[src/rtl/seg_display_driver.sv]
// Drives a 4-digit multiplexed seven-segment display from an 8-bit port value,
// shown as two hex digits or as unsigned decimal via a sequential double-dabble engine.
module seg_display_driver #(
    parameter int REFRESH_DIV = 50000
) (
    input  logic       clk,
    input  logic       rst,
    input  logic [7:0] value,
    input  logic       dec_mode,
    output logic [6:0] seg,
    output logic       dp,
    output logic [3:0] an,
    output logic       busy
);

    localparam int CW = $clog2(REFRESH_DIV);
    localparam logic [CW-1:0] TERM_COUNT = CW'(REFRESH_DIV - 1);

    typedef enum logic [1:0] {
        IDLE   = 2'd0,
        SHIFT  = 2'd1,
        COMMIT = 2'd2
    } state_t;

    state_t          state;
    state_t          state_next;
    logic [8:0]      last_snap;
    logic [8:0]      snap;
    logic [19:0]     sreg;
    logic [2:0]      iter;
    logic [3:0][3:0] digits;
    logic [3:0]      blank;
    logic [3:0][3:0] commit_digits;
    logic [3:0]      commit_blank;
    logic            input_changed;
    logic [CW-1:0]   refresh_cnt;
    logic [1:0]      idx;

    // One double-dabble step: correct every BCD nibble that would overflow, then shift.
    function automatic logic [19:0] dabble_step(input logic [19:0] s);
        logic [19:0] t;
        t = s;
        for (int i = 0; i < 3; i++) begin
            if (t[8 + 4*i +: 4] >= 4'd5)
                t[8 + 4*i +: 4] = t[8 + 4*i +: 4] + 4'd3;
        end
        return {t[18:0], 1'b0};
    endfunction

    function automatic logic [6:0] seg_code(input logic [3:0] d);
        case (d)
            4'h0: seg_code = 7'b1000000;
            4'h1: seg_code = 7'b1111001;
            4'h2: seg_code = 7'b0100100;
            4'h3: seg_code = 7'b0110000;
            4'h4: seg_code = 7'b0011001;
            4'h5: seg_code = 7'b0010010;
            4'h6: seg_code = 7'b0000010;
            4'h7: seg_code = 7'b1111000;
            4'h8: seg_code = 7'b0000000;
            4'h9: seg_code = 7'b0010000;
            4'hA: seg_code = 7'b0001000;
            4'hB: seg_code = 7'b0000011;
            4'hC: seg_code = 7'b1000110;
            4'hD: seg_code = 7'b0100001;
            4'hE: seg_code = 7'b0000110;
            default: seg_code = 7'b0001110;
        endcase
    endfunction

    assign input_changed = ({value, dec_mode} != last_snap);
    assign busy          = (state != IDLE);
    assign dp            = 1'b1;

    // NOTE: sequential state uses non-blocking assignments so every register samples pre-edge values.
    always_ff @(posedge clk or posedge rst) begin
        if (rst) state <= IDLE;
        else     state <= state_next;
    end

    // NOTE: every combinational output gets a default first so no latch is inferred.
    always_comb begin
        state_next = state;
        case (state)
            IDLE:    if (input_changed) state_next = SHIFT;
            SHIFT:   if (iter == 3'd7)  state_next = COMMIT;
            COMMIT:  state_next = IDLE;
            default: state_next = IDLE;
        endcase
    end

    // Digits and blank mask as they will be latched in COMMIT; snap[0] is the mode bit.
    always_comb begin
        commit_digits = '0;
        commit_blank  = 4'b1100;
        if (snap[0]) begin
            commit_digits[2] = sreg[19:16];
            commit_digits[1] = sreg[15:12];
            commit_digits[0] = sreg[11:8];
            commit_blank     = {1'b1, sreg[19:16] == 4'd0,
                                (sreg[19:16] == 4'd0) && (sreg[15:12] == 4'd0), 1'b0};
        end else begin
            commit_digits[1] = snap[8:5];
            commit_digits[0] = snap[4:1];
        end
    end

    // NOTE: the committed digit registers are reset too, so the display shows a defined "00" out of reset.
    always_ff @(posedge clk or posedge rst) begin
        if (rst) begin
            last_snap <= '0;
            snap      <= '0;
            sreg      <= '0;
            iter      <= '0;
            digits    <= '0;
            blank     <= 4'b1100;
        end else begin
            case (state)
                IDLE: if (input_changed) begin
                    snap <= {value, dec_mode};
                    sreg <= {12'b0, value};
                    iter <= '0;
                end
                SHIFT: begin
                    sreg <= dabble_step(sreg);
                    iter <= iter + 3'd1;
                end
                COMMIT: begin
                    digits    <= commit_digits;
                    blank     <= commit_blank;
                    last_snap <= snap;
                end
                default: ;
            endcase
        end
    end

    always_ff @(posedge clk or posedge rst) begin
        if (rst) begin
            refresh_cnt <= '0;
            idx         <= '0;
        end else if (refresh_cnt == TERM_COUNT) begin
            refresh_cnt <= '0;
            idx         <= idx + 2'd1;
        end else begin
            refresh_cnt <= refresh_cnt + 1'b1;
        end
    end

    // Outputs are registered from the current slot, so they trail an index change by one cycle.
    always_ff @(posedge clk or posedge rst) begin
        if (rst) begin
            an  <= 4'b1110;
            seg <= 7'b1000000;
        end else if (blank[idx]) begin
            an  <= 4'b1111;
            seg <= 7'b1111111;
        end else begin
            an  <= ~(4'b0001 << idx);
            seg <= seg_code(digits[idx]);
        end
    end

endmodule

[config.mk]
export PLATFORM = sky130hd
export DESIGN_NAME = seg_display_driver
export DESIGN_NICKNAME = d
export VERILOG_FILES = /design/src/rtl/seg_display_driver.sv
export SDC_FILE = /design/constraint.sdc
export NUM_CORES = 1
export LEC_CHECK = 0
export ABC_CLOCK_PERIOD_IN_PS = 5120
export CAP_MARGIN = 15
export CORE_ASPECT_RATIO = 0.6
export CORE_UTILIZATION = 64
export CTS_CLUSTER_DIAMETER = 120
export DETAILED_ROUTE_END_ITERATION = 10
export PLACE_DENSITY = 0.86
export SLEW_MARGIN = 15
export SYNTH_ARGS = -nofsm -noshare
export SYNTH_HDL_FRONTEND = slang
export SYNTH_SLANG_ARGS = --single-unit
[constraint.sdc]
create_clock -name clk -period 5.12 [get_ports clk]
set_input_delay 0.768 -clock clk [delete_from_list [all_inputs] [get_ports clk]]
set_output_delay 0.768 -clock clk [all_outputs]
set_load 0.05 [all_outputs]
* Word level (Yosys, flattened, before mapping)
Memory sizes are Yosys's and may differ from the RTL's.
Index checks and enable logic that the tools add are counted.
Widths: inputs -> output; s select.
** Word-level totals
- Register bits after elaboration :: 88
- ROM bits :: 112
- Memories :: 1
** Memories
- (name not given) :: words 16, width 7, rd ports 1, clocked after Yosys merged registers in 0, wr ports 0, RTL line 51 : case (d)
** Operators by class
- Add/sub/neg operators :: 6
- Magnitude comparators :: 4
- Equality and inequality tests :: 7
- Shifts and indexed selects :: 1
- Mux-type cells :: 20
- Bitwise operators :: 1
- Reduce and logical (&&, ||, !) cells :: 9
** Operator list (count)
- $pmux 20 s2 :: 1
- $mux 20 :: 1
- $mux 4 :: 5
- $add 16x1->16 const B :: 1
- $eq 16x16->1 const B :: 1
- $mux 16 :: 1
- $ge 4x3->1 const B :: 3
- $mux 3 :: 3
- $ne 9x9->1 :: 1
- $add 4x2->4 const B :: 2
- $bmux 4 s2 :: 1
- $logic_not 4->1 :: 2
- $mux 8 :: 1
- $mux 7 :: 1
- $pmux 3 s2 :: 1
- $reduce_and 2->1 :: 3
- $mux 2 :: 2
- $ne 2x2->1 const B :: 2
- $not 4->4 :: 1
- $pmux 2 s2 :: 1
- $reduce_bool 2->1 :: 2
- $shl 1x2->4 const A :: 1
- $add 3x1->3 const B :: 1
- $add 3x2->3 const B :: 1
- other kinds (9) :: 9

* Longest topological paths before layout
An unclocked memory read counts as a cell.
- Depth after elaboration :: 4
- Gate-level depth with buffers :: 9
- Gate-level depth less buffers :: 8

* Least setup slack after synthesis
No wires, ideal clock.
- Path type :: reg-to-reg
- Start point :: reg idx[1]
- End point :: reg seg[3]
- Arrival :: 1.939 ns
- Required time :: 4.978 ns
- Path slack :: 3.039 ns
- Cell stages (with the launch flop) :: 9
- Buffers on the path :: 1
- Cell sequence :: dfrtp_1 buf_2 mux2i_1 o22ai_1 inv_1 ha_1 nor2_1 a2111oi_0 a31oi_1
** Between the ends
- Cells in the longest elaborated chain, start to end :: 4
- Elaborated cells between the ends (all ways) :: 6
- Those cells by class :: mux (5); memory (1)
** RTL lines
- start, declared :: RTL line 37 : logic [1:0] idx;
- start signal, assigned :: RTL line 144 : idx <= idx + 2'd1;
- $bmux 4 s2 :: RTL line 160 : seg <= seg_code(digits[idx]);
- $mux 4 (implied by the code) :: RTL line 160
- $mem_v2 16x7
- $mux 7 (*) :: RTL line 155 : end else if (blank[idx]) begin
- end signal, assigned :: RTL line 160
- end, declared :: RTL line 10 : output logic [6:0] seg,
Every way passes the cells marked *; elsewhere a longest branch is shown, timed or not. The select of a mux whose other input is x is not followed.
A chain may end at the register's enable or synchronous reset.

* Worst setup path in the final report
- Start point :: reg state[0]
- End point :: out busy
** Between the ends
- Cells in the longest elaborated chain, start to end :: 1
** RTL lines
- start, declared :: RTL line 25 : state_t state;
- start signal, assigned :: RTL line 78 : else state <= state_next;
- $reduce_bool 2->1 :: RTL line 72 : assign busy = (state != IDLE);
- end, declared :: RTL line 13 : output logic busy
Every way passes these cells.

==> results.sh <==
export IMPL_status="complete, no violations"
export IMPL_dpl_cell_area_sq_mm=0.00453
export IMPL_critPathMaxStageDelay_ns=0.84
export IMPL_netlist_area_sq_mm=0.00429
export IMPL_r2r_start="idx[1]"
export IMPL_synth_edf_count=0
export IMPL_tightestPinTransition_ns=0.847
export IMPL_post_route_period_util_pct=59.0
export IMPL_grt_max_degree=52
export IMPL_synthTopCellsByArea="dfrtp_1 (47%), ha_1 (5.8%), nand2_1 (4.3%)"
export IMPL_ir_drop_uv=272
export IMPL_reg2reg_to="seg[3]"
export IMPL_ys_flop_type="dfrtp_1"
export IMPL_slew_violations=0
export IMPL_syn_inst=393
export IMPL_drcViolationCount=0
export IMPL_post_cts_buffers=0
export IMPL_wirelength_microns=8720
export IMPL_period_minus_slack_ns=3.02
export IMPL_drtPass1Iterations=5
export IMPL_cts_made_buffers=9
export IMPL_cp_top_family="buffers and inverters"
export IMPL_std_cell_rows=22
export IMPL_synth_seq_cells=86
export IMPL_cp_num_cells=3
export IMPL_num_io_pins=24
export IMPL_initial_core_util_pct=68.3
export IMPL_holdBufCountCts=0
export IMPL_crit_type="flip-flop to output port"
export IMPL_rsz0062_at_grt="false"
export IMPL_finalHoldViolCount=0
export IMPL_via_count=3068
export IMPL_cp_buffers_inverters=2
export IMPL_crit_path_end_kind="output port"
export IMPL_place_congestion=0.800
export IMPL_wl_per_cell_microns=17.4
export IMPL_clock_latency_ns=0.36
export IMPL_ant_nets=0
export IMPL_hold_start="refresh_cnt[15]"
export IMPL_via_per_inst=6.14
export IMPL_clk_pin_slew_worst_paths_ns=0.08
export IMPL_area_delta_synth_final_pct=10.1
export IMPL_hpwl_microns=5980
export IMPL_syn_nets=424
export IMPL_cts_root_buffer="clkbuf_8"
export IMPL_yosysTopAreaCell="dfrtp_1"
export IMPL_layout_drive_gt1_share_pct=12.0
export IMPL_die_x_microns=108
export IMPL_timing_hold_ws_ns=0.473
export IMPL_grt_antenna_before_repair=0
export IMPL_fmax_ghz=0.331
export IMPL_grt_pass1_vias=2956
export IMPL_cp_arrival_ns=2.25
export IMPL_whs_path_depth=1
export IMPL_cts_tree="yes"
export IMPL_fill_cells=433
export IMPL_synth_avg_cell_area_sq_um=10.9
export IMPL_ys_seq_area_share_pct=50.4
export IMPL_grt_pass1_wl_microns=14600
export IMPL_cp_max_fo=11
export IMPL_drv_cap=0
export IMPL_portBuffers=22
export IMPL_clockBufferDepth=2
export IMPL_stdcell_area_sq_mm=0.00472
export IMPL_setup_worst_path_start_class="flip-flop"
export IMPL_fin_tns_setup_ns=0
export IMPL_async_flop_share_pct=100
export IMPL_drt_first_iter_violations=212
export IMPL_power_density_mw_per_mm2=582
export IMPL_yosys_warnings=0
export IMPL_yosys_area_top_type_share_pct=47.3
export IMPL_skew_ns=0.0133
export IMPL_mostFrequentLayoutCells="dfrtp_1 (81), nand2_1 (48), clkdlybuf4s50_1 (22)"
export IMPL_path_cells="inv_1, nand2_1, clkdlybuf4s50_1"
export IMPL_required_ns=4.35
export IMPL_clkSinkCount=86
export IMPL_ys_types=46
export IMPL_grt_overflow_total=0
export IMPL_fp_dieH_microns=65.4
export IMPL_die_area_sq_mm=0.00704
export IMPL_reg2reg_slack_ns=2.48
export IMPL_hold_path_class="flip-flop to flip-flop"
export IMPL_cts_resized=0
export IMPL_htree_levels=3
export IMPL_mostFrequentLayoutCell="dfrtp_1"
export IMPL_nNetsFinal=442
export IMPL_reg2reg_depth=7
export IMPL_holdPathEnd="refresh_cnt[15]"
export IMPL_p_leak_nw=2.07
export IMPL_slowest_stage="clkdlybuf4s50_1"
export IMPL_setup_violations=0
export IMPL_antenna_cells=0
export IMPL_grtUsageTotal_pct=27.5
export IMPL_core_area_sq_mm=0.00628
export IMPL_relSlewSlack_pct=43.5
metrics by stage:
stage               power (mW)  instances  utilization (%)  setup WS (ns)
floorplan                 1.98        393                -           2.14
global placement          2.19        484             72.2           2.42
detailed placement        2.26        484             72.2           2.38
CTS                       2.74        500             75.2           2.14
global route              2.91        500             75.2           2.02
finish                    2.74        500             75.2           2.10
layer usage:
layer  global-route usage, %  part of all wire, %
met1                    39.7                   47
met2                    41.9                   44
met3                    6.65                  7.5
met4                    7.53                 0.94
met5                       0                    0
cells by family (layout without fill, tap and decap cells):
| logic type | after synthesis | in the layout | share of synthesized area, % |
|---|---|---|---|
| XOR/XNOR | 24 | 24 | 4.91 |
| other | 1 | 1 | 0.0875 |
| flip-flops | 86 | 86 | 50.4 |
| AO/OA/AOI/OAI | 77 | 77 | 11.5 |
| AND/OR/NAND/NOR | 117 | 117 | 14.7 |
| adder cells (fa/ha/maj) | 20 | 20 | 5.84 |
| multiplexers | 36 | 36 | 9.11 |
| buffers and inverters | 32 | 55 | 3.45 |
power breakdown:
| group | switching [mW] | internal (mW) | leakage (nW) |
|---|---|---|---|
| Clock | 0.239 | 0.226 | 0.0866 |
| Sequential | 0.230 | 0.927 | 1.07 |
| Combinational | 0.639 | 0.483 | 0.918 |
sequential cells by signal, summed over array words and instances (netlist names):
signal and count:
sreg 20, idx 2, blank 2, last_snap 9, snap 9, digits 12, seg 7, an 4
state 2, refresh_cnt 16, iter 3
cell usage after synthesis (3+ instances only):
master     n
o21ai_0   21
clkbuf_1   7
nand2b_1   7
nor3_2     7
a22o_1     7
a21oi_1    9
mux2_2    16
and3_1     4
xnor2_1   11
nand3_1    7
mux2i_1   18
nor2b_1    8
nand2_1   49
dfstp_2    5
ha_1      20
o221ai_1   4
inv_1     16
o21ai_1    9
buf_2      4
nor3_1     9
nor3b_1    4
o22ai_1   11
xor2_1    13
nor2_1    11
dfrtp_1   81
and4_1     3
a31oi_1    6
final cells by class:
class / instances / area, sq um / area share, %
Clock inverter: 4 / 50.0 / 1.06
Timing Repair Buffer: 23 / 228 / 4.83
Tap cell: 84 / 105 / 2.23
Sequential cell: 86 / 2160 / 45.7
Inverter: 16 / 61.3 / 1.30
Multi-Input combinational cell: 275 / 1980 / 42.0
Clock buffer: 12 / 135 / 2.86
how the worst max path moves through the flow:
stage,start,end,slack [ns]
after detailed placement,value[3],sreg[14],2.38
after global routing,state[0],busy,2.02
final,state[0],busy,2.10
after global placement,value[3],sreg[18],2.42
after CTS,state[0],busy,2.14
after floorplan,rst,an[0],2.14
Note: power is estimated with default switching activity, not from simulation.
